`config.mk`:
```
export PLATFORM = sky130hd
export DESIGN_NAME = dff_pipe
export DESIGN_NICKNAME = d
export VERILOG_FILES = /design/src/rtl/dff_pipe_pkg.sv /design/src/rtl/dff_pipe_dff.sv /design/src/rtl/dff_pipe.sv
export SDC_FILE = /design/constraint.sdc
export NUM_CORES = 1
export LEC_CHECK = 0
export CAP_MARGIN = 15
export CORE_AREA = 2 2 39 41
export CTS_BUF_LIST = sky130_fd_sc_hd__clkbuf_16
export CTS_CLUSTER_SIZE = 24
export DETAILED_ROUTE_END_ITERATION = 16
export DIE_AREA = 0 0 41 43
export GPL_ROUTABILITY_DRIVEN = 0
export PLACE_DENSITY = 0.71
export SETUP_SLACK_MARGIN = 0.02
export SKIP_LAST_GASP = 1
export SLEW_MARGIN = 20
export SYNTH_ARGS = -nofsm -noshare
export SYNTH_HDL_FRONTEND = slang
export SYNTH_SLANG_ARGS = --single-unit
```
`constraint.sdc`:
```
create_clock -name i_clk -period 5.1 [get_ports i_clk]
set_clock_uncertainty 0.2 [all_clocks]
set_input_delay 0.51 -clock i_clk [delete_from_list [all_inputs] [get_ports i_clk]]
set_output_delay 0.51 -clock i_clk [all_outputs]
set_load 0.03 [all_outputs]
```
`src/rtl/dff_pipe_pkg.sv`:
```
// Shared types and helpers for the dff_pipe programmable delay line.
package dff_pipe_pkg;

  // Per-edge action applied to the whole pipeline.
  typedef enum logic [1:0] {
    PIPE_HOLD = 2'd0,
    PIPE_ADV  = 2'd1,
    PIPE_CLR  = 2'd2
  } pipe_op_e;

  // Ceiling log2 that never returns less than 1, so a select or count
  // port always has at least one bit even for a single-stage pipe.
  function automatic int unsigned clog2_min1(input int unsigned n);
    int unsigned r;
    r = 32'd0;
    for (int i = 0; i < 32; i++) begin
      if ((64'd1 << i) < 64'(n)) begin
        r = 32'(i) + 32'd1;
      end else begin
        r = r;
      end
    end
    if (r < 32'd1) begin
      return 32'd1;
    end else begin
      return r;
    end
  endfunction

endpackage

```
`src/rtl/dff_pipe_dff.sv`:
```
// Single D flip-flop stage with synchronous active-high reset.
// The caller supplies the hold/advance mux ahead of i_d.
module dff_pipe_dff #(
  parameter int unsigned W = 1
) (
  input  logic         i_clk,
  input  logic         i_rst,
  input  logic [W-1:0] i_d,
  output logic [W-1:0] o_q
);

  logic [W-1:0] q_r;

  // Capture the next stage value, clearing on reset.
  always_ff @(posedge i_clk) begin
    if (i_rst) begin
      q_r <= '0;
    end else begin
      q_r <= i_d;
    end
  end

  assign o_q = q_r;

endmodule

```
`src/rtl/dff_pipe.sv`:
```
// Clock-enabled register pipeline with per-stage valid bits, synchronous
// flush, a run-time output tap (clamped to the last stage) and a
// registered fill count of valid stages.
module dff_pipe
  import dff_pipe_pkg::*;
#(
  parameter int unsigned WIDTH = 1,
  parameter int unsigned DEPTH = 4,
  parameter int unsigned TAP_W = clog2_min1(DEPTH),
  parameter int unsigned CNT_W = clog2_min1(DEPTH + 1)
) (
  input  logic             i_clk,
  input  logic             i_rst,
  input  logic             i_en,
  input  logic             i_flush,
  input  logic             i_valid,
  input  logic [WIDTH-1:0] i_d,
  input  logic [TAP_W-1:0] i_tap,
  output logic [WIDTH-1:0] o_q,
  output logic             o_valid,
  output logic [CNT_W-1:0] o_fill
);

  // Each stage stores {valid, data}; bit WIDTH is the valid flag.
  logic [WIDTH:0] stage_q_s [DEPTH];
  logic [WIDTH:0] stage_d_s [DEPTH];
  logic           stage_clr_s;
  pipe_op_e       op_s;
  logic [CNT_W-1:0] fill_nxt_s;
  logic [CNT_W-1:0] fill_r;
  logic [WIDTH:0]   tap_sel_s;

  // Decode the per-edge action: reset and flush both clear, then enable.
  always_comb begin
    if (i_rst || i_flush) begin
      op_s = PIPE_CLR;
    end else if (i_en) begin
      op_s = PIPE_ADV;
    end else begin
      op_s = PIPE_HOLD;
    end
  end

  // Flush shares the stage reset so a flushed input is never captured.
  assign stage_clr_s = i_rst | i_flush;

  for (genvar n = 0; n < DEPTH; n++) begin : g_stage
    logic [WIDTH:0] src_s;

    if (n == 0) begin : g_head
      assign src_s = {i_valid, i_d};
    end else begin : g_body
      assign src_s = stage_q_s[n-1];
    end

    // Advance from the upstream source when enabled, otherwise hold.
    always_comb begin
      case (op_s)
        PIPE_ADV: stage_d_s[n] = src_s;
        default:  stage_d_s[n] = stage_q_s[n];
      endcase
    end

    dff_pipe_dff #(
      .W (WIDTH + 1)
    ) u_stage (
      .i_clk (i_clk),
      .i_rst (stage_clr_s),
      .i_d   (stage_d_s[n]),
      .o_q   (stage_q_s[n])
    );
  end

  // Popcount of the valid bits the stages will hold after this edge.
  always_comb begin
    fill_nxt_s = {CNT_W{1'b0}};
    for (int i = 0; i < int'(DEPTH); i++) begin
      fill_nxt_s = fill_nxt_s + CNT_W'(stage_d_s[i][WIDTH]);
    end
  end

  // Fill count register, updated on the same edge as the valid bits.
  always_ff @(posedge i_clk) begin
    if (op_s == PIPE_CLR) begin
      fill_r <= {CNT_W{1'b0}};
    end else begin
      fill_r <= fill_nxt_s;
    end
  end

  // Tap mux; any select past the last stage resolves to the last stage.
  always_comb begin
    tap_sel_s = stage_q_s[DEPTH-1];
    for (int i = 0; i < int'(DEPTH) - 1; i++) begin
      if (32'(i_tap) == 32'(i)) begin
        tap_sel_s = stage_q_s[i];
      end else begin
        tap_sel_s = tap_sel_s;
      end
    end
  end

  assign o_q     = tap_sel_s[WIDTH-1:0];
  assign o_valid = tap_sel_s[WIDTH];
  assign o_fill  = fill_r;

endmodule

```
==> results of run 1 <==
[power by group through the flow]
| stage | combinational, mW | sequential, mW | clock, mW |
|---|---|---|---|
| global route | 0.0192 | 0.0879 | 0.146 |
| floorplan | 0.00977 | 0.0896 | 0 |
| detailed placement | 0.0179 | 0.0894 | 0 |
| CTS | 0.0182 | 0.0879 | 0.143 |
| global placement | 0.0179 | 0.0894 | 0 |
| finish | 0.0179 | 0.0880 | 0.139 |
[Yosys cell counts]
cell	count
dfxtp_1	11
mux2_2	4
clkbuf_1	1
fa_1	1
mux4_2	2
buf_6	1
mux2i_1	8
or2_2	1
and2_1	3
nor2_1	9
nor3b_4	1
ha_1	2
[routing by layer]
metal | GRT usage | part of all wire | wire length [µm]
met1 | 0.1300 | 0.45 | 383
met2 | 0.1625 | 0.49 | 417
met3 | 0.03141 | 0.036 | 31
met4 | 0.1000 | 0.025 | 21
met5 | 0 | 0 | 0
[how the worst min path moves through the flow]
stage / from / to / slack [ns] / depth (start not counted)
after floorplan: g_stage[3].u_stage.o_q[0]$_SDFFE_PP0N_ / g_stage[3].u_stage.o_q[0]$_SDFFE_PP0N_ / 0.25 / 2
after global placement: g_stage[3].u_stage.o_q[0]$_SDFFE_PP0N_ / g_stage[3].u_stage.o_q[0]$_SDFFE_PP0N_ / 0.28 / 2
after detailed placement: g_stage[3].u_stage.o_q[0]$_SDFFE_PP0N_ / g_stage[3].u_stage.o_q[0]$_SDFFE_PP0N_ / 0.30 / 2
after CTS: g_stage[3].u_stage.o_q[0]$_SDFFE_PP0N_ / g_stage[3].u_stage.o_q[0]$_SDFFE_PP0N_ / 0.31 / 2
after global routing: g_stage[3].u_stage.o_q[0]$_SDFFE_PP0N_ / g_stage[3].u_stage.o_q[0]$_SDFFE_PP0N_ / 0.34 / 2
final: g_stage[3].u_stage.o_q[0]$_SDFFE_PP0N_ / g_stage[3].u_stage.o_q[0]$_SDFFE_PP0N_ / 0.31 / 2
[cells by family after synthesis]
group                    count (synthesis)
AND/OR/NAND/NOR                         14
buffers and inverters                    2
multiplexers                            14
adder cells (fa/ha/maj)                  3
flip-flops                              11
[area by class of cell]
class	instances	share of cell area
Clock inverter	1	0.005128
Multi-Input combinational cell	31	0.4000
Tap cell	16	0.02735
Clock buffer	3	0.1026
Timing Repair Buffer	12	0.1641
Sequential cell	11	0.3009
[state kept, by name (all words and copies together), names as in the netlist]
| name | flops |
|---|---|
| o_fill | 3 |
| g_stage.u_stage.o_q | 8 |
[through the flow]
step | utilization | hold WS (ns) | power (mW)
2_1_floorplan | - | 0.2548 | 0.09940
5_1_grt | 0.5289 | 0.3421 | 0.2535
3_5_place_dp | 0.4720 | 0.2966 | 0.1073
6_report | 0.5289 | 0.3069 | 0.2452
3_3_place_gp | 0.4720 | 0.2774 | 0.1073
4_1_cts | 0.5289 | 0.3148 | 0.2490
[worst register-to-register path, delay by kind of cell (launching register included)]
kind / cells / cell delay (ns)
and+or+nand+nor: 1 / 0.13
adders and majority gates: 3 / 0.94
muxes: 1 / 0.29
DFF: 1 / 0.33
==> results.toml, run 1 <==
[synthesis]
synth.lib_cells_used.distinct = 12
synth.top_cell.area_share = 0.4171
postSynthRegisterBits = 11
muxShareOfSynthArea = 0.3223
ys_seq_area_frac = 0.4171
yosysTopAreaCell = "dfxtp_1"
syn-mean-instance-area_um2 = 12.00
synth_fp_nets = 55
yosys.area_share.adder = 0.08531
synthCells = 44
synth_area_leaders = "dfxtp_1 (42%), mux2i_1 (15%), mux2_2 (8.5%)"
yosys_warnings = 0
post_synth_and_or_nand_nor_area_fraction = 0.1469
synthXorXnorAreaFrac = 0
synth_area_um2 = 528.0
synth_compound_area_frac = 0
largest_family_of_logic_cells_by_synthesized_area = "multiplexers"

[floorplanning]
number_of_primary_i_o_pins = 13
start_util = 0.3816
chipHeight_um = 43
die_x_extent_um = 41
floorplan_row_count = 14
area_of_the_die_mm2 = 0.001763
core_mm2 = 0.001384

[worst_setup_path]
worst_setup_path_end_kind = "flop"
cp_slowest_stage_delay_ns = 0.78
timing.critical_path.buf_inv = 1
cp_num_cells = 7
worst-endpoint-arrival_ns = 3.10
crit_path_start_kind = "primary input"
reg2reg_to = "o_fill[1]$_SDFF_PN0_"
crit_path_cell_trace = "clkdlybuf4s50_1 > nor3b_4 > mux2_2 > fa_1 > ha_1 > ha_1 > and2_1"
cp_common_cell = "ha_1"
critical-path-slowest-cell = "clkdlybuf4s50_1"
reg2reg_slack_ns = 3.11
crit_path_max_fanout = 9
r2r.worst_path.cells = 5
capture_point_of_the_critical_path = "o_fill[1]$_SDFF_PN0_"
worst_r2r_startpoint = "g_stage[0].u_stage.o_q[1]$_SDFF_PP0_"
crit_type = "primary input to flop"
worst_path_dominant_cell_family = "adder cells"
critPathRequiredTime_ns = 5.03
crit_start = "i_en"

[cells_and_area]
fin_nets = 70
final-instance-count-excl-fill = 74
leading_cell_type_in_the_layout_fill_and_taps_excluded = "clkdlybuf4s50_1"
n_fill_cell = 129
multiInputGateArea_um2 = 292.8
final_layout_size_suffix_gt1_frac = 0.1897
sequential_cell_area_um2 = 220.2
postLayoutCellArea_um2 = 732.0
areaGrowthSynthToFinish_pct = 38.63
n_antenna_cell = 0
layout.cells.most_common_list = "clkdlybuf4s50_1 (12), dfxtp_1 (11), nor2_1 (9)"

[cts]
insertion_delay_ns = 0.24
cts_inserted_buffers = 3
cts_tree = "yes"
postCtsResizedCells = 0
clock_sink_count = 11
post_cts.repair.setup_buffers = 0
buffer_cell_driving_the_clock_tree_root = "clkbuf_16"
cts_max_path_buffers = 2
cts.clk_slew.worst_paths_ns = 0.04
h_tree_depth = 1
cts_hold_fix_bufs = 0

[route]
routedWlPerCell_um = 11.54
drtAntennaViolNets = 0
wirelength_um = 854
post-route-drc-count = 0
drtPass1Iterations = 2
routed-via-count = 355
via_per_inst = 4.797
drt_iter0_markers = 1

[power]
power.internal_uw = 200.4
power.switching_fraction = 0.1827
power_leakage_nw = 0.3145
power.share.sequential = 0.359
proportion_of_power_drawn_by_combinational_gates = 0.073
switching_power_uw = 44.80
clockPowerShare = 0.568
worst_ir_drop_vdd_mv = 0.1495
cellPowerDensity_mw_per_mm2 = 335.0

[sta]
timing.final.ws_setup_ns = 1.932
fin_tns_setup_ns = 0
setup-violations-final = 0
report.final.hold_viol_count = 0
max_freq_mhz = 315.7
worst_pin_slew_ns = 0.4933
timing.final.max_slew_violations = 0
setup_repair_after_global_routing_missed_its_margin = "no"
post-route-period-util = 0.6212
post-route-min-period_ns = 3.168
max-slew-margin-rel = 0.6701

[global_route]
global_route.overflow_total = 0
grt_pass1_vias = 315
grt_antenna_before_repair = 0
track_usage = 0.1137
grt_max_degree = 10
grt_first_pass_wirelength_um = 1255

[min_path]
min-delay-path-class = "flop to flop"

[placement]
dp_cells = 70
dpl_cell_area_um2 = 653.1
place.port_buffers = 12
final_hpwl_dp_um = 604
placement.setup.worst_slack_ns = 1.665

[job]
cap_violations = 0

[outcome]
result_of_the_run = "finished clean"
Power figures use the tool's default switching activity.
==> run 2, diff against run 1 <==
--- a/config.mk
+++ b/config.mk
@@ -12,7 +12,7 @@
 export DETAILED_ROUTE_END_ITERATION = 16
 export DIE_AREA = 0 0 41 43
 export GPL_ROUTABILITY_DRIVEN = 0
-export PLACE_DENSITY = 0.71
+export PLACE_DENSITY = 0.74
 export SETUP_SLACK_MARGIN = 0.02
 export SKIP_LAST_GASP = 1
 export SLEW_MARGIN = 20
==> constraint.sdc (replaced) <==
create_clock -name i_clk -period 2.6 [get_ports i_clk]
set_clock_uncertainty 0.2 [all_clocks]
set_input_delay 0.26 -clock i_clk [delete_from_list [all_inputs] [get_ports i_clk]]
set_output_delay 0.26 -clock i_clk [all_outputs]
set_load 0.03 [all_outputs]
==> run 2 against run 1 <==
Against the previous run: combinational power rose by 130%; largest power group unchanged; sequential power rose by 97%; first-iteration DRC count fell by 100%; cell count rose by 8.1%; critical endpoint is now o_q; critical path depth fell by 4; clock power rose by 95%; sequential share of layout area fell by 2.5 points; via count rose by 7.6%.
==> results.toml, run 2 (synthesis gave the netlist of run 1 again) <==
[worst_setup_path]
worst_setup_path_end_kind = "primary output"
critPathRequiredTime_ns = 2.14
worst-endpoint-arrival_ns = 1.91
crit_path_max_fanout = 2
crit_type = "primary input to primary output"
crit_path_start_kind = "primary input"

[route]
drtPass1Iterations = 1
post-route-drc-count = 0
routed-via-count = 382
drt_iter0_markers = 0
drtAntennaViolNets = 0
wirelength_um = 1045
via_per_inst = 4.775
routedWlPerCell_um = 13.06

[cells_and_area]
areaGrowthSynthToFinish_pct = 51.19
n_fill_cell = 117
final_layout_size_suffix_gt1_frac = 0.2813
final-instance-count-excl-fill = 80
fin_nets = 76
postLayoutCellArea_um2 = 798.3
leading_cell_type_in_the_layout_fill_and_taps_excluded = "dfxtp_1"
n_antenna_cell = 0
layout.cells.most_common_list = "dfxtp_1 (11), nor2_1 (9), clkdlybuf4s50_1 (9)"
utilization_after_layout = 0.5769
largest_reg_flops = 8

[cts]
clock_sink_count = 11
cts_inserted_buffers = 3
insertion_delay_ns = 0.23
h_tree_depth = 1
cts_tree = "yes"
cts.clk_slew.worst_paths_ns = 0.04
cts_max_path_buffers = 2
buffer_cell_driving_the_clock_tree_root = "clkbuf_16"

[floorplanning]
number_of_primary_i_o_pins = 13
die_x_extent_um = 41
chipHeight_um = 43
start_util = 0.3816
area_of_the_die_mm2 = 0.001763
floorplan_row_count = 14
core_mm2 = 0.001384

[power]
cellPowerDensity_mw_per_mm2 = 608.2
power_leakage_nw = 0.3736
worst_ir_drop_vdd_mv = 0.2605
overall_power_uw = 485.5

[job]
cap_violations = 0

[sta]
hold_ws_ns = 0.3004
max_freq_mhz = 422.6
fin_tns_setup_ns = 0
max-slew-margin-rel = 0.7854
report.final.hold_viol_count = 0
timing.final.ws_setup_ns = 0.2336
setup_repair_after_global_routing_missed_its_margin = "no"
worst_pin_slew_ns = 0.3210
setup-violations-final = 0
timing.final.max_slew_violations = 0
post-route-min-period_ns = 2.366
post-route-period-util = 0.9102

[placement]
final_hpwl_dp_um = 698.6
dp_cells = 74
dpl_cell_area_um2 = 683.2
placement.setup.worst_slack_ns = -0.1904
place.port_buffers = 12

[outcome]
result_of_the_run = "finished clean"

[global_route]
track_usage = 0.1488
grt_pass1_vias = 428
grt_first_pass_wirelength_um = 1683
global_route.overflow_total = 0
grt_antenna_before_repair = 0
grt_max_degree = 9

[min_path]
min-delay-path-class = "flop to flop"
-- run 2: final cells by class --
| class | count | area [µm²] | area share |
|---|---|---|---|
| Clock buffer | 3 | 75.07 | 0.09404 |
| Clock inverter | 1 | 3.754 | 0.004702 |
| Multi-Input combinational cell | 31 | 306.5 | 0.3840 |
| Sequential cell | 11 | 220.2 | 0.2759 |
| Tap cell | 16 | 20.02 | 0.02508 |
| Timing Repair Buffer | 18 | 172.7 | 0.2163 |
-- run 2: critical path, stage by stage --
cell and delay (ns):
clkdlybuf4s50_1 0.53, mux4_2 0.51, clkdlybuf4s50_1 0.61
-- run 2: timing repair --
action,CTS,global route
gates resized for setup,0,7
setup endpoints to repair,1,2
setup buffers,1,1
pin swaps,0,2
hold buffers,0,0
-- run 2: final timing paths --
check / to / slack [ns] / from / depth (start not counted)
worst min-delay path: g_stage[3].u_stage.o_q[0]$_SDFFE_PP0N_ / 0.30 / g_stage[3].u_stage.o_q[0]$_SDFFE_PP0N_ / 2
worst max-delay path: o_q / 0.23 / i_tap[0] / 3
worst min register to register: g_stage[3].u_stage.o_q[0]$_SDFFE_PP0N_ / 0.30 / g_stage[3].u_stage.o_q[0]$_SDFFE_PP0N_ / 2
worst max register to register: o_fill[1]$_SDFF_PN0_ / 0.62 / g_stage[1].u_stage.o_q[1]$_SDFF_PP0_ / 5
-- run 2: where the power goes --
part	switching [mW]	total (mW)	internal, mW
Sequential	0.00143	0.173	0.171
Combinational	0.0167	0.0420	0.0254
Clock	0.0696	0.271	0.201
-- run 2: layer usage --
layer / vias up / routed length, µm / share of wire / global-route usage
met5: - / 0 / 0 / 0
met4: 0 / 19 / 0.018 / 0.1000
met3: 2 / 42 / 0.040 / 0.04712
met2: 8 / 534 / 0.51 / 0.2531
met1: 179 / 448 / 0.43 / 0.1386
li1: 193 / - / - / -
